==> src/rtl/key_bank_pkg.sv <==
// rtl/key_bank_pkg.sv - shared FSM encoding, block constants and byte-swap helper for key_bank
package key_bank_pkg;

    typedef enum logic {
        ST_IDLE = 1'b0,
        ST_ZERO = 1'b1
    } state_t;

    localparam int AES_BLOCK_BITS = 128;
    localparam int MAX_WORD_SIZE  = 64;

    // Reverses the low nbytes bytes of w; callers truncate the result to their word width.
    function automatic logic [MAX_WORD_SIZE-1:0] byte_swap(input logic [MAX_WORD_SIZE-1:0] w,
                                                           input int nbytes);
        byte_swap = '0;
        for (int i = 0; i < MAX_WORD_SIZE / 8; i++) begin
            if (i < nbytes) begin
                byte_swap[8*i +: 8] = w[8*(nbytes-1-i) +: 8];
            end
        end
    endfunction

endpackage

==> src/rtl/key_bank_if.sv <==
// rtl/key_bank_if.sv - write/increment/zeroize/read bundle between software side and key_bank
interface key_bank_if #(
    parameter int SLOTS     = 4,
    parameter int WORDS     = 4,
    parameter int WORD_SIZE = 32
);
    localparam int SLOT_W = (SLOTS > 1) ? $clog2(SLOTS) : 1;
    localparam int IDX_W  = (WORDS > 1) ? $clog2(WORDS) : 1;
    localparam int BLK    = WORDS * WORD_SIZE;

    logic                 wen;
    logic [SLOT_W-1:0]    wslot;
    logic [IDX_W-1:0]     widx;
    logic [WORD_SIZE-1:0] wdata;
    logic                 inc;
    logic [SLOT_W-1:0]    inc_slot;
    logic                 zeroize;
    logic                 busy;
    logic [SLOT_W-1:0]    rslot;
    logic [BLK-1:0]       rdata;
    logic                 rvalid;
    logic [SLOTS-1:0]     valid;

    modport master (
        output wen, wslot, widx, wdata, inc, inc_slot, zeroize, rslot,
        input  busy, rdata, rvalid, valid
    );

    modport slave (
        input  wen, wslot, widx, wdata, inc, inc_slot, zeroize, rslot,
        output busy, rdata, rvalid, valid
    );

endinterface

==> src/rtl/key_slot.sv <==
// rtl/key_slot.sv - one block register with written-word mask, CTR increment and clear
module key_slot #(
    parameter int WORDS     = 4,
    parameter int WORD_SIZE = 32,
    parameter int CTR_WIDTH = 32,
    parameter int IDX_W     = (WORDS > 1) ? $clog2(WORDS) : 1
) (
    input  logic                       clk,
    input  logic                       rst_n,
    input  logic                       clr,
    input  logic                       wen,
    input  logic [IDX_W-1:0]           widx,
    input  logic [WORD_SIZE-1:0]       wword,
    input  logic                       inc,
    output logic [WORDS*WORD_SIZE-1:0] data,
    output logic                       valid
);

    logic [WORDS-1:0] mask;

    assign valid = &mask;

    always_ff @(posedge clk or negedge rst_n) begin
        if (!rst_n) begin
            data <= '0;
            mask <= '0;
        end else if (clr) begin
            data <= '0;
            mask <= '0;
        end else if (wen) begin
            // widx 0 is the most-significant word and restarts the load sequence
            for (int w = 0; w < WORDS; w++) begin
                if (widx == IDX_W'(w)) begin
                    data[(WORDS-1-w)*WORD_SIZE +: WORD_SIZE] <= wword;
                    mask <= (w == 0) ? WORDS'(1) : (mask | (WORDS'(1) << w));
                end
            end
        end else if (inc && valid) begin
            data[CTR_WIDTH-1:0] <= data[CTR_WIDTH-1:0] + CTR_WIDTH'(1);
        end
    end

endmodule

==> src/rtl/key_bank.sv <==
// rtl/key_bank.sv - multi-slot AES key/IV/counter store with sequenced zeroize
module key_bank
    import key_bank_pkg::*;
#(
    parameter int SLOTS     = 4,
    parameter int WORDS     = AES_BLOCK_BITS / 32,
    parameter int WORD_SIZE = 32,
    parameter int CTR_WIDTH = 32,
    parameter int BYTE_SWAP = 1
) (
    input logic        clk,
    input logic        rst_n,
    key_bank_if.slave  bus
);

    localparam int SLOT_W = (SLOTS > 1) ? $clog2(SLOTS) : 1;
    localparam int BLK    = WORDS * WORD_SIZE;

    state_t               state;
    logic [SLOT_W-1:0]    zcnt;
    logic                 accept;
    logic                 wr_go;
    logic                 inc_go;
    logic [WORD_SIZE-1:0] wword;
    logic [BLK-1:0]       slot_data [SLOTS];
    logic [SLOTS-1:0]     slot_valid;

    // Zeroize outranks software writes/increments in the cycle it is sampled.
    assign accept = (state == ST_IDLE) && !bus.zeroize;
    assign wr_go  = accept && bus.wen;
    assign inc_go = accept && bus.inc;
    assign bus.busy  = (state == ST_ZERO);
    assign bus.valid = slot_valid;

    generate
        if (BYTE_SWAP != 0) begin : g_swap
            assign wword = WORD_SIZE'(byte_swap(MAX_WORD_SIZE'(bus.wdata), WORD_SIZE / 8));
        end else begin : g_noswap
            assign wword = bus.wdata;
        end
    endgenerate

    always_ff @(posedge clk or negedge rst_n) begin
        if (!rst_n) begin
            state <= ST_IDLE;
            zcnt  <= '0;
        end else begin
            case (state)
                ST_IDLE: begin
                    if (bus.zeroize) begin
                        state <= ST_ZERO;
                        zcnt  <= '0;
                    end
                end
                ST_ZERO: begin
                    if (zcnt == SLOT_W'(SLOTS - 1)) begin
                        state <= ST_IDLE;
                        zcnt  <= '0;
                    end else begin
                        zcnt <= zcnt + SLOT_W'(1);
                    end
                end
                default: state <= ST_IDLE;
            endcase
        end
    end

    genvar s;
    generate
        for (s = 0; s < SLOTS; s++) begin : g_slot
            logic slot_wen;
            logic slot_inc;
            logic slot_clr;

            assign slot_wen = wr_go && (bus.wslot == SLOT_W'(s));
            assign slot_inc = inc_go && (bus.inc_slot == SLOT_W'(s)) && !slot_wen;
            assign slot_clr = (state == ST_ZERO) && (zcnt == SLOT_W'(s));

            key_slot #(
                .WORDS     (WORDS),
                .WORD_SIZE (WORD_SIZE),
                .CTR_WIDTH (CTR_WIDTH)
            ) u_slot (
                .clk   (clk),
                .rst_n (rst_n),
                .clr   (slot_clr),
                .wen   (slot_wen),
                .widx  (bus.widx),
                .wword (wword),
                .inc   (slot_inc),
                .data  (slot_data[s]),
                .valid (slot_valid[s])
            );
        end
    endgenerate

    // Unmatched rslot values fall through to zero.
    always_comb begin
        bus.rdata  = '0;
        bus.rvalid = 1'b0;
        for (int i = 0; i < SLOTS; i++) begin
            if (bus.rslot == SLOT_W'(i)) begin
                bus.rdata  = slot_data[i];
                bus.rvalid = slot_valid[i];
            end
        end
    end

endmodule

==> src/flat_wrapper.sv <==
// flat-port wrapper written by rule: the top's interface ports become plain ports
module key_bank_flat import key_bank_pkg::*;
#(
    parameter int SLOTS     = 4,
    parameter int WORDS     = AES_BLOCK_BITS / 32,
    parameter int WORD_SIZE = 32,
    parameter int CTR_WIDTH = 32,
    parameter int BYTE_SWAP = 1
)
  (clk, rst_n, bus_wen, bus_wslot, bus_widx, bus_wdata, bus_inc, bus_inc_slot, bus_zeroize, bus_rslot, bus_busy, bus_rdata, bus_rvalid, bus_valid);
  key_bank_if #(.SLOTS(SLOTS), .WORDS(WORDS), .WORD_SIZE(WORD_SIZE)) bus_i ();
  input logic clk;
  input logic rst_n;
  input wire logic [$bits(bus_i.wen)-1:0] bus_wen;
  input wire logic [$bits(bus_i.wslot)-1:0] bus_wslot;
  input wire logic [$bits(bus_i.widx)-1:0] bus_widx;
  input wire logic [$bits(bus_i.wdata)-1:0] bus_wdata;
  input wire logic [$bits(bus_i.inc)-1:0] bus_inc;
  input wire logic [$bits(bus_i.inc_slot)-1:0] bus_inc_slot;
  input wire logic [$bits(bus_i.zeroize)-1:0] bus_zeroize;
  input wire logic [$bits(bus_i.rslot)-1:0] bus_rslot;
  output wire logic [$bits(bus_i.busy)-1:0] bus_busy;
  output wire logic [$bits(bus_i.rdata)-1:0] bus_rdata;
  output wire logic [$bits(bus_i.rvalid)-1:0] bus_rvalid;
  output wire logic [$bits(bus_i.valid)-1:0] bus_valid;
  assign bus_i.wen = bus_wen;
  assign bus_i.wslot = bus_wslot;
  assign bus_i.widx = bus_widx;
  assign bus_i.wdata = bus_wdata;
  assign bus_i.inc = bus_inc;
  assign bus_i.inc_slot = bus_inc_slot;
  assign bus_i.zeroize = bus_zeroize;
  assign bus_i.rslot = bus_rslot;
  assign bus_busy = bus_i.busy;
  assign bus_rdata = bus_i.rdata;
  assign bus_rvalid = bus_i.rvalid;
  assign bus_valid = bus_i.valid;
  key_bank #(.SLOTS(SLOTS), .WORDS(WORDS), .WORD_SIZE(WORD_SIZE), .CTR_WIDTH(CTR_WIDTH), .BYTE_SWAP(BYTE_SWAP)) u_core (.clk(clk), .rst_n(rst_n), .bus(bus_i));
endmodule
==> config.mk <==
export PLATFORM = sky130hd
export DESIGN_NAME = key_bank_flat
export DESIGN_NICKNAME = d
export VERILOG_FILES = /design/src/rtl/key_bank_pkg.sv /design/src/rtl/key_bank_if.sv /design/src/rtl/key_slot.sv /design/src/rtl/key_bank.sv /design/src/flat_wrapper.sv
export SDC_FILE = /design/constraint.sdc
export NUM_CORES = 1
export LEC_CHECK = 0
export CAP_MARGIN = 30
export CORE_ASPECT_RATIO = 1.1
export CORE_MARGIN = 2
export CORE_UTILIZATION = 49
export CTS_CLUSTER_DIAMETER = 150
export DETAILED_ROUTE_END_ITERATION = 8
export GPL_TIMING_DRIVEN = 0
export HOLD_SLACK_MARGIN = 0.15
export PLACE_DENSITY = 0.68
export REMOVE_ABC_BUFFERS = 1
export SLEW_MARGIN = 20
export SYNTH_ARGS = -nofsm -noshare
export SYNTH_HDL_FRONTEND = slang
export SYNTH_SLANG_ARGS = --single-unit
==> constraint.sdc <==
create_clock -name clk -period 7.85 [get_ports clk]
set_input_delay 2.355 -clock clk [delete_from_list [all_inputs] [get_ports clk]]
set_output_delay 2.355 -clock clk [all_outputs]
set_load 0.02 [all_outputs]
==> results of run 1 <==
## per-stage QoR
stage                     cells  utilization
after floorplan            2785            -
after global placement     3715        0.520
after detailed placement   3772        0.543
after CTS                  3869        0.575
after global routing       3883        0.579
final                      3884        0.579
## cell type report
| class | instances | area [µm²] |
|---|---|---|
| Timing Repair Buffer | 249 | 3220 |
| Sequential cell | 531 | 13300 |
| Tap cell | 752 | 941 |
| Multi-Input combinational cell | 2228 | 13600 |
| Clock inverter | 18 | 209 |
| Clock buffer | 79 | 1600 |
| Inverter | 26 | 97.6 |
| Fill cell | 4797 | 24000 |
| Antenna cell | 1 | 2.50 |
## final timing paths
kind	from	end	slack, ps	cells after the start
max	bus_rslot[1]	bus_rdata[124]	1070	4
min	u_core.g_slot[3].u_slot.mask[0]$_DFFE_PN0P_	u_core.g_slot[3].u_slot.mask[0]$_DFFE_PN0P_	510	2
max reg2reg	u_core.bus.busy$_DFF_PN0_	u_core.g_slot[0].u_slot.data[8]$_DFFE_PN0P_	4320	7
min reg2reg	u_core.g_slot[3].u_slot.mask[0]$_DFFE_PN0P_	u_core.g_slot[3].u_slot.mask[0]$_DFFE_PN0P_	510	2
max in group asynchronous	rst_n	u_core.g_slot[0].u_slot.data[17]$_DFFE_PN0P_	4730	3
min in group asynchronous	rst_n	u_core.g_slot[0].u_slot.data[84]$_DFFE_PN0P_	1700	1
## logic make-up after synthesis
kind of cell | Yosys count | share of synthesized area
AOI/OAI and AO/OA | 797 | 0.168
adders and majority gates | 14 | 0.00623
DFF | 531 | 0.473
buffers and inverters | 318 | 0.0472
and+or+nand+nor | 1281 | 0.200
muxes | 136 | 0.106
## tightest hold or removal path, stage by stage (launching register included)
cell and delay, ps:
dfrtp_1 350, a21oi_1 50, nor2_1 70
## state kept, by name, summed over array words and instances, names as in the netlist
name,count
u_core.bus.busy,1
u_core.g_slot.u_slot.data,512
u_core.g_slot.u_slot.mask,16
u_core.zcnt,2
## per-layer routing
metal / GRT usage / share of wire
met5: 0 / 0
met2: 0.525 / 0.47
met4: 0.200 / 0.068
met3: 0.0543 / 0.091
met1: 0.425 / 0.37
## Yosys cell counts, types with 15 or more instances
cell type / n / area share
nand2_1: 919 / 0.12
dfrtp_1: 531 / 0.47
a21oi_1: 471 / 0.084
clkbuf_1: 204 / 0.027
mux4_2: 129 / 0.10
o21ai_0: 96 / 0.017
nand3_1: 82 / 0.015
nor2_1: 78 / 0.010
buf_2: 60 / 0.011
nand4_1: 41 / 0.0091
and3_1: 37 / 0.0082
o22ai_1: 26 / 0.0058
inv_1: 25 / 0.0033
nor3_1: 25 / 0.0044
o31a_1: 17 / 0.0053
a211oi_1: 16 / 0.0043
a32o_1: 16 / 0.0057
o31ai_1: 16 / 0.0043
a22o_1: 15 / 0.0047
## power groups by stage
stage	combinational (µW)	clock (µW)	sequential, µW
after floorplan	894	0	3080
after global placement	1630	0	3140
after detailed placement	1810	0	3150
after CTS	1820	2700	3100
after global routing	1960	2810	3120
final	1860	2680	3110
==> results_dict.tcl, run 1 <==
set metrics [dict create \
    grt_overflow_total 0 \
    period_minus_slack_ps 6780 \
    cp-end-kind "output pin" \
    avgSynthCellArea_um2 9.14 \
    grt_max_degree 102 \
    async_flop_share 1.00 \
    max_slew_margin 0.292 \
    post_cts_buffers 0 \
    hold_viol 0 \
    slowest_stage "mux4_2" \
    antenna_found_initial 1 \
    finalSetupViolCount 0 \
    syn_to_final_growth_pct 17.3 \
    numCtsBuffers 55 \
    clockBufferDepth 3 \
    die_x_um 232 \
    place_ws_ps 1030 \
    synth_edf_count 0 \
    crit_type "in2out" \
    worstPathMaxFanout 83 \
    ys_seq_area_frac 0.473 \
    slew_violations 0 \
    path_clk_slew_ps 60 \
    ys.flop_type "dfrtp_1" \
    ys_types 83 \
    mostFrequentLayoutCell "nand2_1" \
    clock_skew_ps 17.5 \
    ys_ff_latch 531 \
    power_uw 7650 \
    p_clk_frac 0.350 \
    initial_core_util 0.494 \
    outcome "completed" \
    die_y_um 255 \
    tns_ps 0 \
    path_cells "buf_8 -> buf_16 -> mux4_2 -> clkdlybuf4s50_1" \
    fin_area_um2 33000 \
    cpPeakStageDelay_ps 620 \
    p_leak_uw 0.0130 \
    internal-power_uw 5070 \
    wire_per_inst_um 25.3 \
    holdCritPathClass "reg2reg" \
    io_pins 179 \
    track_usage 0.329 \
    wl_um 98400 \
    hpwl_um 62400 \
    combPwrFrac 0.244 \
    cp.arrival_ps 4430 \
    gp_congestion 0.910 \
    ir_worst_vdd_mv 0.346 \
    p_switching_uw 2580 \
    drc_errors 0 \
    initialDrtViolationCount 3423 \
    finalCritPeriodShare 0.864 \
    nets 3150 \
    core_um2 57000 \
    placed_area_um2 31000 \
    ys_warn_count 0 \
    rows 92 \
    ant_nets 0 \
    path_buf_inv 3 \
    cts_tree "done" \
    worstPathRequired_ps 5500 \
    cellPowerDensity_nw_per_um2 232 \
    syn_inst 3077 \
    final_cell_mix "nand2_1 (907), dfrtp_1 (531), a21oi_1 (470)" \
    routed_via_density 6.54 \
    rsz0062_at_grt "false" \
    hold_buffers 0 \
    fin_hold_ws_ps 507 \
    place.port_buffers 178 \
    worst_slack_ps 1070 \
    p_sw_frac 0.337 \
    clock_sinks 531 \
    startpoint_type "input port" \
    cts_max_level 2 \
    layout-drive-gt1-share 0.117 \
    die_area_um2 59300 \
    grt_pass1_vias 25000 \
    cpLargestDelayFamily "buffers and inverters" \
    cts_root_buffer "clkbuf_16" \
    vias 25400 \
    grt_pass1_wl_um 148000 \
    drt_pass1_iterations 6 \
    drv_cap 0 \
    tightest_slew_ps 1060 \
    synth_area_um2 28100 \
    clock.fmax_ghz 0.147 \
    cts_resized 0 \
    p_seq_frac 0.406 \
    clock_latency_ps 630 \
]
Note: power is estimated with default switching activity, not from simulation.
==> inputs of run 2 (changes only) <==
SETUP_SLACK_MARGIN = 0.02   (was unset)
==> results of run 2 <==
Same layout as run 1: the final DEF is identical, and so are final timing and power.
